File: config.mk
export PLATFORM = sky130hd
export DESIGN_NAME = demux_1x4_buf
export DESIGN_NICKNAME = d
export VERILOG_FILES = /design/src/rtl/dp2_pkg.sv /design/src/rtl/demux_chan_buf.sv /design/src/rtl/demux_1x4_buf.sv
export SDC_FILE = /design/constraint.sdc
export NUM_CORES = 1
export LEC_CHECK = 0
export BUFFER_PORTS_ARGS = -buffer_cell sky130_fd_sc_hd__buf_2
export CAP_MARGIN = 20
export CORE_ASPECT_RATIO = 1.1
export CORE_MARGIN = 2
export CORE_UTILIZATION = 45
export CTS_BUF_LIST = sky130_fd_sc_hd__clkbuf_2
export CTS_CLUSTER_DIAMETER = 120
export DETAILED_ROUTE_END_ITERATION = 10
export GPL_TIMING_DRIVEN = 0
export PLACE_DENSITY_LB_ADDON = 0.1
export RECOVER_POWER = 50
export SETUP_SLACK_MARGIN = 0.1
export SLEW_MARGIN = 20
export SYNTH_ARGS = -nofsm -noshare
export SYNTH_HDL_FRONTEND = slang
export SYNTH_SLANG_ARGS = --single-unit
File: constraint.sdc
create_clock -name CLK -period 1.42 [get_ports CLK]
set_input_delay 0.071 -clock CLK [delete_from_list [all_inputs] [get_ports CLK]]
set_output_delay 0.071 -clock CLK [all_outputs]
set_load 0.02 [all_outputs]
File: src/rtl/dp2_pkg.sv
// Shared definitions for the DP2 demux: channel count, channel index type and select decode.
package dp2_pkg;

  localparam int NUM_CH = 4;

  typedef logic [1:0] ch_idx_t;

  // S0 is the MSB, matching the select table of the 4x1 MUX.
  function automatic ch_idx_t sel_to_ch(input logic s0, input logic s1);
    return {s0, s1};
  endfunction

endpackage

File: src/rtl/demux_chan_buf.sv
// One DEPTH-entry FIFO channel. Occupancy is held in a counter rather than derived from pointers.
module demux_chan_buf #(
  parameter int DATA_W = 1,
  parameter int DEPTH  = 2,
  localparam int PW = $clog2(DEPTH),
  localparam int CW = $clog2(DEPTH + 1)
) (
  input  logic              clk,
  input  logic              rst,
  input  logic              push,
  input  logic [DATA_W-1:0] data_in,
  input  logic              ready,
  output logic [DATA_W-1:0] head,
  output logic              valid,
  output logic [CW-1:0]     count
);

  logic [DATA_W-1:0] mem [DEPTH];
  logic [PW-1:0]     wr_ptr;
  logic [PW-1:0]     rd_ptr;
  logic [CW-1:0]     cnt;
  logic [DATA_W-1:0] last;
  logic              do_push;
  logic              do_pop;

  assign valid   = (cnt != '0);
  assign count   = cnt;
  assign do_push = push && (cnt < CW'(DEPTH));
  assign do_pop  = valid && ready;

  // Once empty, keep showing the word that was last popped.
  assign head = valid ? mem[rd_ptr] : last;

  always_ff @(posedge clk) begin
    if (do_push && !rst) begin
      mem[wr_ptr] <= data_in;
    end
  end

  always_ff @(posedge clk) begin
    if (rst) begin
      wr_ptr <= '0;
      rd_ptr <= '0;
      cnt    <= '0;
      last   <= '0;
    end else begin
      if (do_push) begin
        wr_ptr <= wr_ptr + PW'(1);
      end
      if (do_pop) begin
        rd_ptr <= rd_ptr + PW'(1);
        last   <= mem[rd_ptr];
      end
      case ({do_push, do_pop})
        2'b10:   cnt <= cnt + CW'(1);
        2'b01:   cnt <= cnt - CW'(1);
        default: cnt <= cnt;
      endcase
    end
  end

endmodule

File: src/rtl/demux_1x4_buf.sv
// Buffered 1-to-4 demux: steers each accepted word into the FIFO picked by {S0,S1}.
// IN_READY depends only on the select and registered occupancy, never on READYn.
module demux_1x4_buf
  import dp2_pkg::*;
#(
  parameter int DATA_W = 1,
  parameter int DEPTH  = 2,
  localparam int CW = $clog2(DEPTH + 1)
) (
  input  logic              CLK,
  input  logic              RST,
  input  logic [DATA_W-1:0] IN,
  input  logic              S0,
  input  logic              S1,
  input  logic              IN_VALID,
  output logic              IN_READY,
  output logic [DATA_W-1:0] OUT0,
  output logic [DATA_W-1:0] OUT1,
  output logic [DATA_W-1:0] OUT2,
  output logic [DATA_W-1:0] OUT3,
  output logic              VALID0,
  output logic              VALID1,
  output logic              VALID2,
  output logic              VALID3,
  input  logic              READY0,
  input  logic              READY1,
  input  logic              READY2,
  input  logic              READY3,
  output logic [CW-1:0]     CNT0,
  output logic [CW-1:0]     CNT1,
  output logic [CW-1:0]     CNT2,
  output logic [CW-1:0]     CNT3
);

  ch_idx_t           ch;
  logic              ready_a [NUM_CH];
  logic              valid_a [NUM_CH];
  logic [DATA_W-1:0] out_a   [NUM_CH];
  logic [CW-1:0]     cnt_a   [NUM_CH];

  assign ch       = sel_to_ch(S0, S1);
  assign IN_READY = !RST && (cnt_a[ch] < CW'(DEPTH));

  assign ready_a[0] = READY0;
  assign ready_a[1] = READY1;
  assign ready_a[2] = READY2;
  assign ready_a[3] = READY3;

  for (genvar g = 0; g < NUM_CH; g++) begin : g_chan
    demux_chan_buf #(.DATA_W(DATA_W), .DEPTH(DEPTH)) u_buf (
      .clk     (CLK),
      .rst     (RST),
      .push    (IN_VALID && IN_READY && (ch == ch_idx_t'(g))),
      .data_in (IN),
      .ready   (ready_a[g]),
      .head    (out_a[g]),
      .valid   (valid_a[g]),
      .count   (cnt_a[g])
    );
  end

  assign OUT0   = out_a[0];
  assign OUT1   = out_a[1];
  assign OUT2   = out_a[2];
  assign OUT3   = out_a[3];
  assign VALID0 = valid_a[0];
  assign VALID1 = valid_a[1];
  assign VALID2 = valid_a[2];
  assign VALID3 = valid_a[3];
  assign CNT0   = cnt_a[0];
  assign CNT1   = cnt_a[1];
  assign CNT2   = cnt_a[2];
  assign CNT3   = cnt_a[3];

endmodule

Word-level counts from Yosys, hierarchy flattened
Memory sizes are Yosys's and may differ from the RTL's. A register that Yosys moved wholly into a read port is not among the register bits.
Index checks and enable logic that the tools add are counted.
{ "word_totals": {"reg_bits": 20, "ramBits": 8, "inputBits": 10, "output_inout_bits": 17, "wordCells": 109, "memories": 4} }
{ "op_classes": {"n_addsub": 16, "n_lt_le_gt_ge": 6, "eq_ne": 11, "mux": 27, "bitwise_logic": 1, "n_reduce_logical": 28} }
{ "memory_table": {"columns": ["memory", "words", "word_bits", "read_ports", "rd_clocked_by_memory_dff", "wr", "line", "text"], "rows": [
  ["g_chan[0].u_buf.mem", 2, 1, 1, 1, 1, "demux_chan_buf.sv:18", "logic [DATA_W-1:0] mem [DEPTH];"],
  ["g_chan[1].u_buf.mem", 2, 1, 1, 1, 1, "demux_chan_buf.sv:18", null],
  ["g_chan[2].u_buf.mem", 2, 1, 1, 1, 1, "demux_chan_buf.sv:18", null],
  ["g_chan[3].u_buf.mem", 2, 1, 1, 1, 1, "demux_chan_buf.sv:18", null]
]} }
{ "ops": {"columns": ["cell", "count"], "rows": [
  ["$mux 1", 20],
  ["$logic_and 1x1->1", 18],
  ["$pmux 2 s2", 4],
  ["$reduce_bool 2->1", 8],
  ["$eq 2x2->1 const B", 6],
  ["$eq 2x1->1 const B", 5],
  ["$lt 2x2->1 const B", 5],
  ["$add 1x1->1 const B", 8],
  ["$add 2x1->2 const B", 4],
  ["$sub 2x1->2 const B", 4],
  ["$bmux 2 s2", 1],
  ["$mux 2", 2],
  ["$ge 3x3->1 const B", 1],
  ["$not 2->3", 1],
  ["$logic_not 2->1", 1],
  ["$logic_not 1->1", 1]
]} }

Longest topological paths before layout
Gate-level depths: netlist of the first run.
{ "logic_depth": {"word_depth": 12, "mapped_depth": 7, "mapped_depth_nobuf": 6} }

Modules after synthesis
Synthesis of the first run repeated with hierarchy kept, for this count alone.
{ "hier_totals": {"hier_cells": 132, "hier_area_um2": 1368.8} }
{ "modules_own_cells": {"columns": ["mod", "n_inst", "cells_each", "area_each_um2"], "rows": [
  ["demux_chan_buf", 4, 31, 325.3],
  ["demux_1x4_buf", 1, 8, 67.6]
]} }

Worst setup path before layout of the first run
OpenSTA, ideal clock, no wires.
{ "synth_path": {"kind": "register -> register", "start": "reg g_chan[2].u_buf.cnt[0]", "end": "reg g_chan[2].u_buf.cnt[1]", "setup_ns": 0.071, "arrival_time_ns": 1.463, "path_slack_ns": -0.113, "path_stages_with_launch": 5, "path_buffers": 0, "period_less_slack_ns": 1.533, "path_cell_list": "dfxtp_1 > o21a_2 > ha_1 > or3_1 > a21oi_1"} }
{ "synth_via": {"elab_cells_between_ends": 17} }
{ "synth_rtl": {"columns": ["element", "line", "text"], "rows": [
  ["from (decl)", "demux_chan_buf.sv:21", "logic [CW-1:0] cnt;"],
  ["from (signal assigned)", "demux_chan_buf.sv:55", "2'b10: cnt <= cnt + CW'(1);"],
  ["from (signal assigned)", "demux_chan_buf.sv:56", "2'b01: cnt <= cnt - CW'(1);"],
  ["from (signal assigned)", "demux_chan_buf.sv:57", "default: cnt <= cnt;"],
  ["$reduce_bool 2->1 *", "demux_chan_buf.sv:26", "assign valid = (cnt != '0);"],
  ["$logic_and 1x1->1 *", "demux_chan_buf.sv:29", "assign do_pop = valid && ready;"],
  ["net g_chan[2].u_buf.do_pop", "demux_chan_buf.sv:24", "logic do_pop;"],
  ["$eq 2x1->1 or $eq 2x2->1 (tied branches)", "demux_chan_buf.sv:54", "case ({do_push, do_pop})"],
  ["$pmux 2 s2 or $reduce_bool 2->1 (tied branches)", null, null]
]} }
Mark *: on every way through the listed nets, which the timed path passes. The rest lies on a longest branch. The select of a mux whose other input is x is not followed.
A chain may end at the register's enable or synchronous reset.

Final worst setup path of the first run
{ "layout_path": {"start": "reg g_chan[2].u_buf.cnt[1]", "end": "out IN_READY"} }
{ "layout_via": {"elab_chain_len": 5} }
{ "layout_lines": {"columns": ["element", "line", "text"], "rows": [
  ["$bmux 2 s2", "demux_1x4_buf.sv:42", "assign IN_READY = !RST && (cnt_a[ch] < CW'(DEPTH));"],
  ["$mux 2 (implied by the code) (2 in series)", "demux_1x4_buf.sv:42", null],
  ["$lt 2x2->1", "demux_1x4_buf.sv:42", null],
  ["$logic_and 1x1->1", "demux_1x4_buf.sv:42", null],
  ["to (decl)", "demux_1x4_buf.sv:16", "output logic IN_READY,"]
]} }
Every way passes these cells. The select of a mux whose other input is x is not followed.

==> metrics.md, run 1 <==
| Metric | Value |
|---|---|
| Std-Cell Rows | 21 |
| Synth Area in Adders | 3.54% |
| PortBufs | 24 |
| CP Class | flip-flop to primary output |
| Yosys warns | 0 |
| Global-route wire length before repair | 5.29 mm |
| Status | finished with violations |
| Xor and xnor area share after synthesis | 9.92% |
| Worst vdd ir | 0.000698 V |
| Slew margin rel. | 59.4% |
| Final Max Slew Viols | 0 |
| Crit path DAT | 1.48 ns |
| Post-Syn Instances | 137 |
| RD Place Congestion | 0.713 |
| Post-synthesis sequential area ratio | 51.0% |
| Worst Setup SP | g_chan[2].u_buf.count[1] |
| Layout area overhead | 44.8% |
| Gr usage total | 19.6% |
| Final WL | 3.31 mm |
| Initial Util | 46.7% |
| Initial antenna violation count | 0 |
| Synth Register Bits | 32 |
| Grt ovf | 0 |
| Slowest-stage cell, CP | mux4_2 |
| Diodes inserted | 0 |
| Synth Area in Compound Gates | 8.77% |
| Multiplexer area fraction after synthesis | 4.43% |
| Via count | 1163 |
| Crit path time final | 1.55 ns |
| Clk pin slew, worst setup/hold paths | 0.16 ns |
| RR Startpoint | g_chan[1].u_buf.count[1] |
| Power Density | 1050 mW/mm2 |
| HP Start | RST |
| Die Area | 0.00360 mm2 |
| CTS tree | done |
| Unrepaired setup endpoints after global routing | true |
| Hpwl dp | 2.00 mm |
| Drt pass-1 iters | 3 |
| Setup TNS | -0.615 ns |
| Synthesized area per cell | 10.3 um2 |
| Max Clk Rate | 645 MHz |
| Worst Path Buf+Inv | 1 |
| Num Clock Sinks | 32 |
| PnR worst setup slack | -0.130 ns |
| Nets@finish | 204 |
| Simple-gate share of the synthesized area | 19.8% |
| Largest family of logic cells by synthesized area | simple AND/OR/NAND/NOR gates |
| Vias in the first global route | 1156 |
| Remaining DRCs | 0 |
| Setup violators final | 8 |
| Slew @ Worst Pin | 0.609 ns |
| Initial DRC count | 25 |
| Class of the worst hold path | input port to flip-flop |
| Max incr delay on CP | 0.48 ns |
| Worst Path Max Fanout | 7 |
| Final Skew | 0.00204 ns |
| CTS root buf | clkbuf_2 |
| Via density per instance | 5.17 |
| Largest net degree at the start of global routing | 11 |
| Worst setup SP type | flip-flop |
| Cts bufs inserted | 5 |
| Pwr Total | 2.14 mW |
| WL/cell | 14.7 um |
| Clk buf depth | 2 |
| Number of distinct library cells after synthesis | 28 |
| Share of cells above drive strength 1 | 49.7% |
| H-tree Lvls | 2 |
| Core box area | 0.00302 mm2 |
| Die X-Extent | 57.4 um |
| Lkg Pwr | 0.790 nW |
| WP data required | 1.35 ns |
| Ports | 27 |
| Worst skew pair latency | 0.36 ns |
| Period utilization | 109% |
| Worst path cell trace | mux4_2 > nor2_2 > buf_6 |
| CP endpoint kind | primary output |
| Mapped Nets | 151 |
| Vert. Die Dim | 62.8 um |
| CP delay by family, top | multiplexers |
| Post-DRT Antenna Nets | 0 |
| MaxCap Viol Count | 0 |
| Pre-CTS setup slack | -0.156 ns |
| Failing checks | negative setup slack |
| Synthesized area | 0.00141 mm2 |
| Final hold vios | 0 |
| Fillers | 247 |
report_power, final:
group | leakage [nW] | switching [mW] | internal, mW
clock network | 0.0306 | 0.306 | 0.132
registers | 0.273 | 0.0573 | 0.993
logic | 0.486 | 0.321 | 0.328
total | 0.790 | 0.684 | 1.45
logic make-up after synthesis:
family | Yosys count
muxes | 5
adders and majority gates | 4
and+or+nand+nor | 53
AOI/OAI and AO/OA | 20
xor gates and xnor gates | 16
buffers and inverters | 7
DFF | 32
synth_stat cells:
cell type | n | share of area, %
xnor2_1 | 12 | 7.4
ha_1 | 4 | 3.5
o21a_2 | 3 | 1.9
mux2i_1 | 4 | 2.8
inv_1 | 3 | 0.80
or3_1 | 4 | 1.8
buf_6 | 1 | 0.80
and4bb_2 | 2 | 1.8
edfxtp_1 | 8 | 17
buf_1 | 1 | 0.27
a211oi_1 | 4 | 2.1
nor4b_2 | 1 | 1.1
nor2_1 | 34 | 9.0
or2_2 | 4 | 1.8
o21a_1 | 1 | 0.53
and3_1 | 1 | 0.44
nand2_1 | 1 | 0.27
a21oi_1 | 8 | 2.8
xor2_1 | 4 | 2.5
nor3b_2 | 1 | 0.89
buf_2 | 1 | 0.35
dfxtp_1 | 24 | 34
nor2b_1 | 1 | 0.44
mux4_2 | 1 | 1.6
nand3b_1 | 1 | 0.53
clkbuf_1 | 1 | 0.27
o21ai_0 | 4 | 1.4
nand4b_1 | 3 | 1.9
layout make-up:
cell class | count | area [um2] | share of cell area [%]
Sequential cell | 32 | 748 | 36.6
Multi-Input combinational cell | 98 | 845 | 41.3
Clock buffer | 7 | 35.0 | 1.71
Tap cell | 34 | 42.5 | 2.08
Buffer | 4 | 23.8 | 1.16
Clock inverter | 1 | 3.75 | 0.183
Timing Repair Buffer | 46 | 337 | 16.5
Inverter | 3 | 11.3 | 0.550
through the flow:
stage / instances / util (%) / area, um2 / hold WS [ns]
after floorplan: 137 / - / 1480 / 0.170
after global placement: 195 / 54.3 / 1640 / 0.375
after detailed placement: 195 / 54.3 / 1640 / 0.389
after CTS: 218 / 62.9 / 1900 / -0.0149
after global routing: 225 / 67.7 / 2050 / 0.00217
final: 225 / 67.7 / 2050 / 0.0155
repair_timing:
| action | 4_1_cts | 5_1_grt |
|---|---|---|
| setup endpoints to repair | 15 | 15 |
| buffers inserted | 14 | 6 |
| pin swaps | 10 | 9 |
| gates resized for setup | 28 | 21 |
| hold buffers | 1 | 1 |
| hold endpoints to repair | 10 | 1 |
path summary, 6_finish.rpt:
kind,slack [ns],endpoint,cells past startpoint
hold reg to reg,0.54,g_chan[3].u_buf.rd_ptr,2
hold / removal,0.02,g_chan[3].u_buf.last,2
setup reg to reg,-0.10,g_chan[1].u_buf.count[1],6
setup / recovery,-0.13,IN_READY,3
cells in the final DEF, fill, tap and decap left out, drive strengths merged, types with 8 or more instances in the layout:
| cell | count |
|---|---|
| dfxtp | 24 |
| xnor2 | 12 |
| buf | 46 |
| clkbuf | 9 |
| edfxtp | 8 |
| a21oi | 8 |
| nor2 | 34 |
per-layer routing:
metal  GRT usage (%)  vias to the layer above  share of wire, %
met5               0                        -                 0
met4            7.85                        0               1.5
met3            5.59                        7               3.6
met2            34.4                       21                51
met1            21.9                      554                44
li1                -                      581                 -
Note: power is estimated with default switching activity, not from simulation.
==> inputs of run 2 (changes only) <==
--- a/config.mk
+++ b/config.mk
@@ -14,7 +14,7 @@
 export CTS_CLUSTER_DIAMETER = 120
 export DETAILED_ROUTE_END_ITERATION = 10
 export GPL_TIMING_DRIVEN = 0
-export PLACE_DENSITY_LB_ADDON = 0.1
+export PLACE_DENSITY = 0.7
 export RECOVER_POWER = 50
 export SETUP_SLACK_MARGIN = 0.1
 export SLEW_MARGIN = 20
==> metrics.md, run 2 (synthesized netlist as in run 1, its figures left out) <==
| Metric | Value |
|---|---|
| Fillers | 244 (-1.2%) |
| Worst vdd ir | 0.000615 V (-12%) |
| Final hold vios | 0 (unchanged) |
| Share of cells above drive strength 1 | 45.9% (-3.8 points) |
| Die Area | 0.00360 mm2 (unchanged) |
| Core box area | 0.00302 mm2 (unchanged) |
| Nets@finish | 198 (-2.9%) |
| Cts bufs inserted | 5 (unchanged) |
| CTS tree | done |
| Via count | 1138 (-2.1%) |
| Lkg Pwr | 0.748 nW (-5.2%) |
| Initial antenna violation count | 0 (unchanged) |
| Diodes inserted | 0 (unchanged) |
| Multi-input logic area | 796 um2 (-5.8%) |
| Die X-Extent | 57.4 um (unchanged) |
| Global-route wire length before repair | 5.15 mm (-2.7%) |
| Drt pass-1 iters | 4 (+1) |
| Grt ovf | 0 (unchanged) |
| RD Place Congestion | 0.751 (+5.3%) |
| Std-Cell Rows | 21 (unchanged) |
| Initial DRC count | 30 (+20%) |
| Clk pin slew, worst setup/hold paths | 0.16 ns (about the same) |
| H-tree Lvls | 2 (unchanged) |
| Vert. Die Dim | 62.8 um (unchanged) |
| Hpwl dp | 1.92 mm (-4.5%) |
| Power Density | 1060 mW/mm2 (+1.6%) |
| Worst path cell trace | mux4_2 > nor2_2 > buf_6 |
| CTS root buf | clkbuf_2 |
| WP data required | 1.35 ns (about the same) |
| Pwr Total | 2.07 mW (-3.0%) |
| Num Clock Sinks | 32 (unchanged) |
| Slew @ Worst Pin | 0.570 ns (-0.0393 ns) |
| FF+latch area | 744 um2 (-0.50%) |
| Ports | 27 (unchanged) |
| Layout area overhead | 38.3% |
| Status | finished with violations |
| Worst Path Max Fanout | 7 (unchanged) |
| Clk buf depth | 2 (unchanged) |
| WL/cell | 13.6 um (-7.6%) |
| Setup violators final | 10 (+2) |
| Max Clk Rate | 656 MHz (+1.7%) |
| Failing checks | negative setup slack |
| Final Max Slew Viols | 0 (unchanged) |
| Final Skew | 0.00981 ns (+0.00777 ns) |
| Slowest-stage cell, CP | mux4_2 |
| Post-DRT Antenna Nets | 0 (unchanged) |
| Via density per instance | 5.20 (+0.53%) |
| Worst setup SP type | flip-flop |
| Largest net degree at the start of global routing | 11 (unchanged) |
| Worst skew pair latency | 0.36 ns (about the same) |
| Vias in the first global route | 1150 (-0.52%) |
| PnR worst setup slack | -0.105 ns (+0.0256 ns) |
| PortBufs | 24 (unchanged) |
| Final WL | 2.97 mm (-10%) |
| Slew margin rel. | 62.0% (+2.6 points) |
| Max incr delay on CP | 0.47 ns (about the same) |
| Period utilization | 107% (-1.8 points) |
| Gr usage total | 18.6% (-1.0 points) |
| Crit path DAT | 1.45 ns (-0.03 ns) |
| Commonest non-fill, non-tap cells in the layout | nor2_1, buf_2, dfxtp_1, buf_4, buf_6 |
| Crit path time final | 1.52 ns (-0.0256 ns) |
| Class of the worst hold path | input port to flip-flop |
| Fin util | 64.6% (-3.1 points) |
| Initial Util | 46.7% (unchanged) |
| Remaining DRCs | 0 (unchanged) |
| Unrepaired setup endpoints after global routing | true |
| CP endpoint kind | primary output |
| MaxCap Viol Count | 0 (unchanged) |
| CP Class | flip-flop to primary output |
| Commonest non-fill, non-tap cell in the layout | nor2_1 |
==> run 2: cell count changes in the layout (fill, tap and decap cells not counted), sizes merged <==
cell / before / now
buf: 46 / 41
dlygate4sd3: 2 / 1
==> run 2: cell type report <==
cell class / count / share of cell area (%)
Buffer: 4 / 1.22
Clock buffer: 7 / 1.79
Clock inverter: 1 / 0.192
Inverter: 3 / 0.577
Multi-Input combinational cell: 98 / 40.7
Sequential cell: 32 / 38.1
Tap cell: 34 / 2.18
Timing Repair Buffer: 40 / 15.2
==> run 2: final timing paths <==
| path | startpoint | to | slack (ns) | cells past startpoint |
|---|---|---|---|---|
| setup / recovery | g_chan[1].u_buf.count[1] | IN_READY | -0.10 | 3 |
| hold / removal | RST | g_chan[3].u_buf.last | 0.02 | 2 |
| setup reg to reg | g_chan[1].u_buf.count[0] | g_chan[1].u_buf.count[1] | -0.10 | 4 |
| hold reg to reg | g_chan[2].u_buf.last | g_chan[2].u_buf.last | 0.54 | 2 |
==> run 2: timing repair <==
| item | in CTS | in global routing |
|---|---|---|
| endpoints found under the setup margin | 12 | 19 |
| buffers inserted | 11 | 4 |
| hold buffers | 1 | 0 |
| gates resized for setup | 22 | 21 |
| pin swaps | 13 | 9 |
| hold endpoints to repair | 8 | 0 |
==> run 2: per-stage QoR <==
| step | area (um2) | hold slack, ns | setup TNS (ns) | instances | worst slack [ns] |
|---|---|---|---|---|---|
| CTS | 1840 | 0.0158 | -0.651 | 215 | -0.134 |
| global route | 1950 | 0.00327 | -1.56 | 219 | -0.195 |
| floorplan | 1480 | 0.170 | -0.0555 | 137 | -0.0307 |
| global placement | 1640 | 0.374 | -0.228 | 195 | -0.0950 |
| detailed placement | 1640 | 0.383 | -0.369 | 195 | -0.129 |
| finish | 1950 | 0.0227 | -0.625 | 219 | -0.105 |
==> run 2: layer usage <==
| layer | wire, um | part of all wire, % | vias up | GRT usage, % |
|---|---|---|---|---|
| li1 | - | - | 572 | - |
| met1 | 1330 | 45 | 533 | 23.8 |
| met2 | 1450 | 49 | 29 | 29.1 |
| met3 | 169 | 5.7 | 4 | 5.80 |
| met4 | 24 | 0.81 | 0 | 6.98 |
| met5 | 0 | 0 | - | 0 |
==> run 2: critical path, delay by kind of cell (launching register included) <==
kind | cells | cell delay [ns]
buffers and inverters | 1 | 0.13
DFF | 1 | 0.40
muxes | 1 | 0.47
and+or+nand+nor | 1 | 0.10
==> run 2: power breakdown <==
group,switching (mW),internal (mW)
Sequential,0.0533,0.992
Clock,0.297,0.132
Combinational,0.298,0.301
